$ cat config.mk
export PLATFORM = sky130hd
export DESIGN_NAME = add64_serial
export DESIGN_NICKNAME = d
export VERILOG_FILES = /design/src/rtl/add64_serial.sv
export SDC_FILE = /design/constraint.sdc
export NUM_CORES = 1
export LEC_CHECK = 0
export ABC_AREA = 1
export CORE_ASPECT_RATIO = 0.8
export CORE_MARGIN = 2
export CORE_UTILIZATION = 50
export CTS_CLUSTER_DIAMETER = 150
export DETAILED_ROUTE_END_ITERATION = 8
export PLACE_DENSITY = 0.8
export SYNTH_ARGS = -nofsm -noshare
export SYNTH_HDL_FRONTEND = slang
export SYNTH_HIERARCHICAL = 1
export SYNTH_SLANG_ARGS = --single-unit
$ cat constraint.sdc
create_clock -name clk -period 10.1 [get_ports clk]
set_input_delay 1.515 -clock clk [delete_from_list [all_inputs] [get_ports clk]]
set_output_delay 1.515 -clock clk [all_outputs]
set_load 0.02 [all_outputs]
$ cat src/rtl/add64_serial.sv
// Serial 64-bit adder: feeds one 16-bit carry-lookahead slice four times, chaining carries through a register.
// Optional ADD64_SUB_EN adds a 'sub' input that turns the block into a - b.

module cla_16bit (
   input  logic [15:0] a,
   input  logic [15:0] b,
   input  logic        cin,
   output logic [15:0] s,
   output logic        cout
);
   logic [15:0] g, p, c;
   logic [3:0]  grp_g, grp_p;
   logic [4:0]  grp_c;

   assign g = a & b;
   assign p = a ^ b;

   // Group generate/propagate per nibble; nibble carries come from the lookahead chain.
   always_comb begin
      grp_g = '0;
      grp_p = '0;
      grp_c = '0;
      c     = '0;
      grp_c[0] = cin;
      for (int j = 0; j < 4; j++) begin
         grp_g[j] = g[4*j+3]
                  | (p[4*j+3] & g[4*j+2])
                  | (p[4*j+3] & p[4*j+2] & g[4*j+1])
                  | (p[4*j+3] & p[4*j+2] & p[4*j+1] & g[4*j]);
         grp_p[j] = &p[4*j +: 4];
         grp_c[j+1] = grp_g[j] | (grp_p[j] & grp_c[j]);
      end
      for (int i = 0; i < 16; i++) begin
         if (i % 4 == 0) c[i] = grp_c[i/4];
         else            c[i] = g[i-1] | (p[i-1] & c[i-1]);
      end
   end

   assign s    = p ^ c;
   assign cout = grp_c[4];
endmodule

module add64_serial (
   input  logic        clk,
   input  logic        rst,
   input  logic        in_valid,
   output logic        in_ready,
   input  logic [63:0] a,
   input  logic [63:0] b,
   input  logic        cin,
`ifdef ADD64_SUB_EN
   input  logic        sub,
`endif
   output logic        out_valid,
   input  logic        out_ready,
   output logic [63:0] s,
   output logic        cout,
   output logic        ovf
);
   typedef enum logic [1:0] {IDLE, RUN, DONE} state_t;

   state_t      state;
   logic [1:0]  k;
   logic        carry;
   logic [63:0] op_a, op_b;
   logic [15:0] slice_a, slice_b, slice_s;
   logic        slice_cout;
   logic        accept;
   logic [63:0] b_eff;
   logic        cin_eff;

`ifdef ADD64_SUB_EN
   assign b_eff   = sub ? ~b : b;
   assign cin_eff = sub ? 1'b1 : cin;
`else
   assign b_eff   = b;
   assign cin_eff = cin;
`endif

   assign in_ready  = (state == IDLE);
   assign out_valid = (state == DONE);
   assign accept    = in_ready && in_valid && !rst;

   assign slice_a = op_a[{k, 4'b0000} +: 16];
   assign slice_b = op_b[{k, 4'b0000} +: 16];

   cla_16bit u_cla (
      .a    (slice_a),
      .b    (slice_b),
      .cin  (carry),
      .s    (slice_s),
      .cout (slice_cout)
   );

   // NOTE: operand registers are pure datapath, loaded only on accept; they carry no reset.
   always_ff @(posedge clk) begin
      if (accept) begin
         op_a <= a;
         op_b <= b_eff;
      end
   end

   // NOTE: all sequential state uses non-blocking assignments so every register sees pre-edge values.
   always_ff @(posedge clk) begin
      if (rst) begin
         state <= IDLE;
         k     <= 2'd0;
         carry <= 1'b0;
         s     <= '0;
         cout  <= 1'b0;
         ovf   <= 1'b0;
      end else begin
         case (state)
            IDLE: begin
               if (in_valid) begin
                  carry <= cin_eff;
                  k     <= 2'd0;
                  state <= RUN;
               end
            end
            RUN: begin
               s[{k, 4'b0000} +: 16] <= slice_s;
               carry <= slice_cout;
               k     <= k + 2'd1;
               if (k == 2'd3) begin
                  cout  <= slice_cout;
                  ovf   <= (op_a[63] == op_b[63]) && (slice_s[15] != op_a[63]);
                  state <= DONE;
               end
            end
            DONE: begin
               if (out_ready) state <= IDLE;
            end
            default: state <= IDLE;
         endcase
      end
   end
endmodule
==> results list <==
- Data arrives at the worst endpoint at roughly 5.1 ns.
- Once placement finished, the instance area stood at approximately 10000 sq um.
* Filler-free cell count of the finished design: 1204
- In this run the vertical extent of the chip is around 120 um.
* Met2 Use GR: 0.396
* Type of the worst setup path: reg -> reg
* Cell taking the most area after synthesis: sky130_fd_sc_hd__edfxtp_1
- Ports placed on the boundary: ~200
- IR analysis of the VDD net gives a maximum drop of about 0.00013 V.
- Area used by sequential logic in the layout: roughly 5300 sq um
- After clock tree synthesis, the clock-pin slew on the worst setup and hold paths is approximately 0.070 ns.
- Gp weighted congestion: 0.828
- Transition time at the pin with the least slew margin: between 1 and 1.5 ns
- The number of pins exceeding their max-slew limit in the final report is 0.
* Vias in the first global route: slightly above 6000
- Final routed wire length divided by cell count: between 15 and 20 um
- Hold Fails Final Rpt: 0
- Synthesized area: around 8400 sq um
- Total routed wirelength: 20.9 mm
* Critical path launch point type: register
* Detailed placer's ending HPWL: between 10 and 15 mm
- Relative slew slack: 0.268
- Counting I/O delays and the setup requirement, the final critical path takes approximately 4.8 ns.
- Most Used Layer, Global Route: met2
- PD cells: about 180 nW/um^2
- Leaving out fill and tap cells, the most frequent cell in the layout is sky130_fd_sc_hd__clkdlybuf4s50_1.
* Endpoint required time on the critical path: around 10 ns
* Avg Synthesized Cell Area: 10.6 sq um
* Worst clock skew on the final layout: ~0.0095 ns
- After layout, the worst setup slack is roughly 5.3 ns.
- Filler cells: ~1200
* Area of the multi-input gates: ~2700 sq um
- Total non-filler cell area in the finished layout: about 11000 sq um
- Tightest Hold Check Type: reg -> reg
- The share of the Yosys chip area taken by registers is 0.629.
- In this run the worst path has a maximum fanout of 36.
- In the global route stage, met1 resource usage came out at 0.324.
* Highest achievable clock rate: between 200 and 250 MHz
* DRC Markers: 0
- Antenna violations before repair: 0
- Number of instances resized during post-cts repair: 0
- In this run the static leakage power is about 4 nW.
* Die ar.: approximately 18000 sq um
* Input/output buffers: 200
- Type of element capturing the critical path: register
- Die Span X: roughly 150 um
- Across the run, the number of max-cap violations was 0.
- Counting distinct cell types in the post-synthesis netlist gives 28.
* Vias per inst: around 5.3
- Hold is met by around 0.47 ns.
- Number of buffers between clock root and the deepest sink: 2
- Final critical-path share of the clock period: 0.471
- The run finished with clean final reports.
- Antenna-violating nets left: 0
* First-iteration detailed-routing DRC count: 555
- Starting Density: 0.509
* Main area contributors after synthesis: sky130_fd_sc_hd__edfxtp_1, sky130_fd_sc_hd__dfxtp_1, sky130_fd_sc_hd__nand2_1
- In this run the clock root is driven by a sky130_fd_sc_hd__clkbuf_16.
- For met3 alone, demand over resource in global routing was 0.0574.
- Synthesis produced 790 cells.
- Setup tns final: 0 ns
- After detailed placement, the design holds a cell count of approximately 1200.
- Total via count in the routed design: about 6400
* Final-stage net count: 1138
* Share of cells above drive strength 1: 0.0661
* TritonCTS clock tree: yes
- H-tree depth: 4
- Post-CTS Hold Fix Bufs: 0
- Register bit count reported by yosys: 199
* Worst slack, placed: between 5 and 6 ns
- Top cell type's share of synthesized area: 0.459
* Sink count of the clock tree: between 150 and 200
- The first global-routing pass estimated around 32 mm of wire.
- Compared with the post-synthesis result, the final layout area differs by 32.5%.
* RSZ-0062 raised after global routing: false
- CTS buffer count: 17
* Clock insertion delay at the later pin of the skew report: between 0.4 and 0.5 ns
- Leftover overflow at the end of global routing: 0
* Top library cells by usage in the layout, fill and taps aside: sky130_fd_sc_hd__clkdlybuf4s50_1, sky130_fd_sc_hd__edfxtp_1, sky130_fd_sc_hd__nand2_1
* Maximum number of pins on one net before global-route repair: 92
* Number of placement rows: 42
* Count of buffers added by post-CTS timing repair for setup: 0
* Detailed Routing Iterations Pass 1: 5
* Number of inserted diodes: 0
* Synthesized netlist net count: 956
* Number of synthesis warnings: 6
- The core region is between 15000 and 20000 sq um.
* Final setup violation count: 0
- In the global route stage, overall resource usage came out at 0.241.
## synth_stat cells
cell type	number
sky130_fd_sc_hd__nor2_4	4
sky130_fd_sc_hd__nor2_2	2
sky130_fd_sc_hd__nor2_1	104
sky130_fd_sc_hd__edfxtp_1	128
sky130_fd_sc_hd__buf_4	5
sky130_fd_sc_hd__nand2_2	6
sky130_fd_sc_hd__nand3_1	11
sky130_fd_sc_hd__dfxtp_1	71
sky130_fd_sc_hd__a21oi_1	73
sky130_fd_sc_hd__inv_2	3
sky130_fd_sc_hd__nand3_2	1
sky130_fd_sc_hd__buf_2	11
sky130_fd_sc_hd__fa_1	12
sky130_fd_sc_hd__o211a_1	1
sky130_fd_sc_hd__ha_1	21
sky130_fd_sc_hd__buf_6	1
sky130_fd_sc_hd__nor3_2	11
sky130_fd_sc_hd__a41oi_1	1
sky130_fd_sc_hd__o22ai_1	32
sky130_fd_sc_hd__o21ai_0	81
sky130_fd_sc_hd__inv_1	49
sky130_fd_sc_hd__xnor2_1	2
sky130_fd_sc_hd__nand3_4	1
sky130_fd_sc_hd__nor3_1	7
sky130_fd_sc_hd__nand2_1	124
sky130_fd_sc_hd__clkbuf_1	21
sky130_fd_sc_hd__buf_1	5
sky130_fd_sc_hd__xor2_1	2
## kinds of logic (layout without fill, tap and decap cells)
logic type | Yosys count | after routing | share of synthesized area
flops | 199 | 199 | 0.629
fa+ha+maj | 33 | 33 | 0.0601
buf+inv | 95 | 289 | 0.0474
simple gates | 271 | 271 | 0.141
compound gates | 188 | 188 | 0.118
xor+xnor | 4 | 4 | 0.00419
## flip-flops by register name (all words and copies together) (netlist names)
| register | flops |
|---|---|
| ovf | 1 |
| k | 2 |
| carry | 1 |
| cout | 1 |
| s | 64 |
| op_a | 64 |
| state | 2 |
| op_b | 64 |
## cell type report
| cell class | instances | share of cell area |
|---|---|---|
| sequential | 199 | 0.475 |
| multi-input combinational | 496 | 0.245 |
| timing repair buffer | 206 | 0.184 |
| clock buffer | 19 | 0.0390 |
| tap | 220 | 0.0248 |
| inverter | 52 | 0.0176 |
| clock inverter | 12 | 0.0149 |
## stage by stage
stage	utilization	total power, mW
finish	0.674	1.95
global route	0.674	2.02
CTS	0.674	1.95
detailed placement	0.638	1.27
global placement	0.638	1.26
floorplan	-	1.13
## power breakdown
| group | leakage, nW | switching, mW | internal [mW] |
|---|---|---|---|
| combinational | 1.88 | 0.203 | 0.135 |
| clock | 0.291 | 0.301 | 0.394 |
| sequential | 1.76 | 0.0131 | 0.901 |
## worst max-delay path, stage by stage, from the launching register on
cell and delay, ns:
sky130_fd_sc_hd__dfxtp_1 0.30, sky130_fd_sc_hd__buf_4 0.24, sky130_fd_sc_hd__inv_1 0.78, sky130_fd_sc_hd__o21ai_0 0.27, sky130_fd_sc_hd__o22ai_1 0.26, sky130_fd_sc_hd__ha_1 0.28
sky130_fd_sc_hd__nand2_2 0.09, sky130_fd_sc_hd__nor2_1 0.04, sky130_fd_sc_hd__nor2_1 0.11, sky130_fd_sc_hd__nand2_2 0.09, sky130_fd_sc_hd__nand2_2 0.07, sky130_fd_sc_hd__nand2_2 0.06
sky130_fd_sc_hd__nand2_2 0.06, sky130_fd_sc_hd__nand2_2 0.06, sky130_fd_sc_hd__fa_1 0.39, sky130_fd_sc_hd__fa_1 0.39, sky130_fd_sc_hd__fa_1 0.39, sky130_fd_sc_hd__xor2_1 0.20
sky130_fd_sc_hd__inv_1 0.11, sky130_fd_sc_hd__nor3_1 0.21, sky130_fd_sc_hd__nand2_1 0.08, sky130_fd_sc_hd__a21oi_1 0.15
## per-layer routing
metal	share of wire	routed length, um	vias to the layer above
met1	0.43	8930	3006
met4	0.015	306	0
li1	-	-	3072
met5	0	0	-
met2	0.48	9960	301
met3	0.081	1690	26
## final timing paths
path | start | endpoint | slack (ns) | cells past startpoint
setup reg to reg | k[1]$_SDFFE_PP0P_ | s[63]$_SDFFE_PP0P_ | 5.35 | 21
hold / removal | s[50]$_SDFFE_PP0P_ | s[50]$_SDFFE_PP0P_ | 0.47 | 2
setup / recovery | k[1]$_SDFFE_PP0P_ | s[63]$_SDFFE_PP0P_ | 5.35 | 21
hold reg to reg | s[50]$_SDFFE_PP0P_ | s[50]$_SDFFE_PP0P_ | 0.47 | 2
No activity file was read; power rests on OpenSTA's default activity.
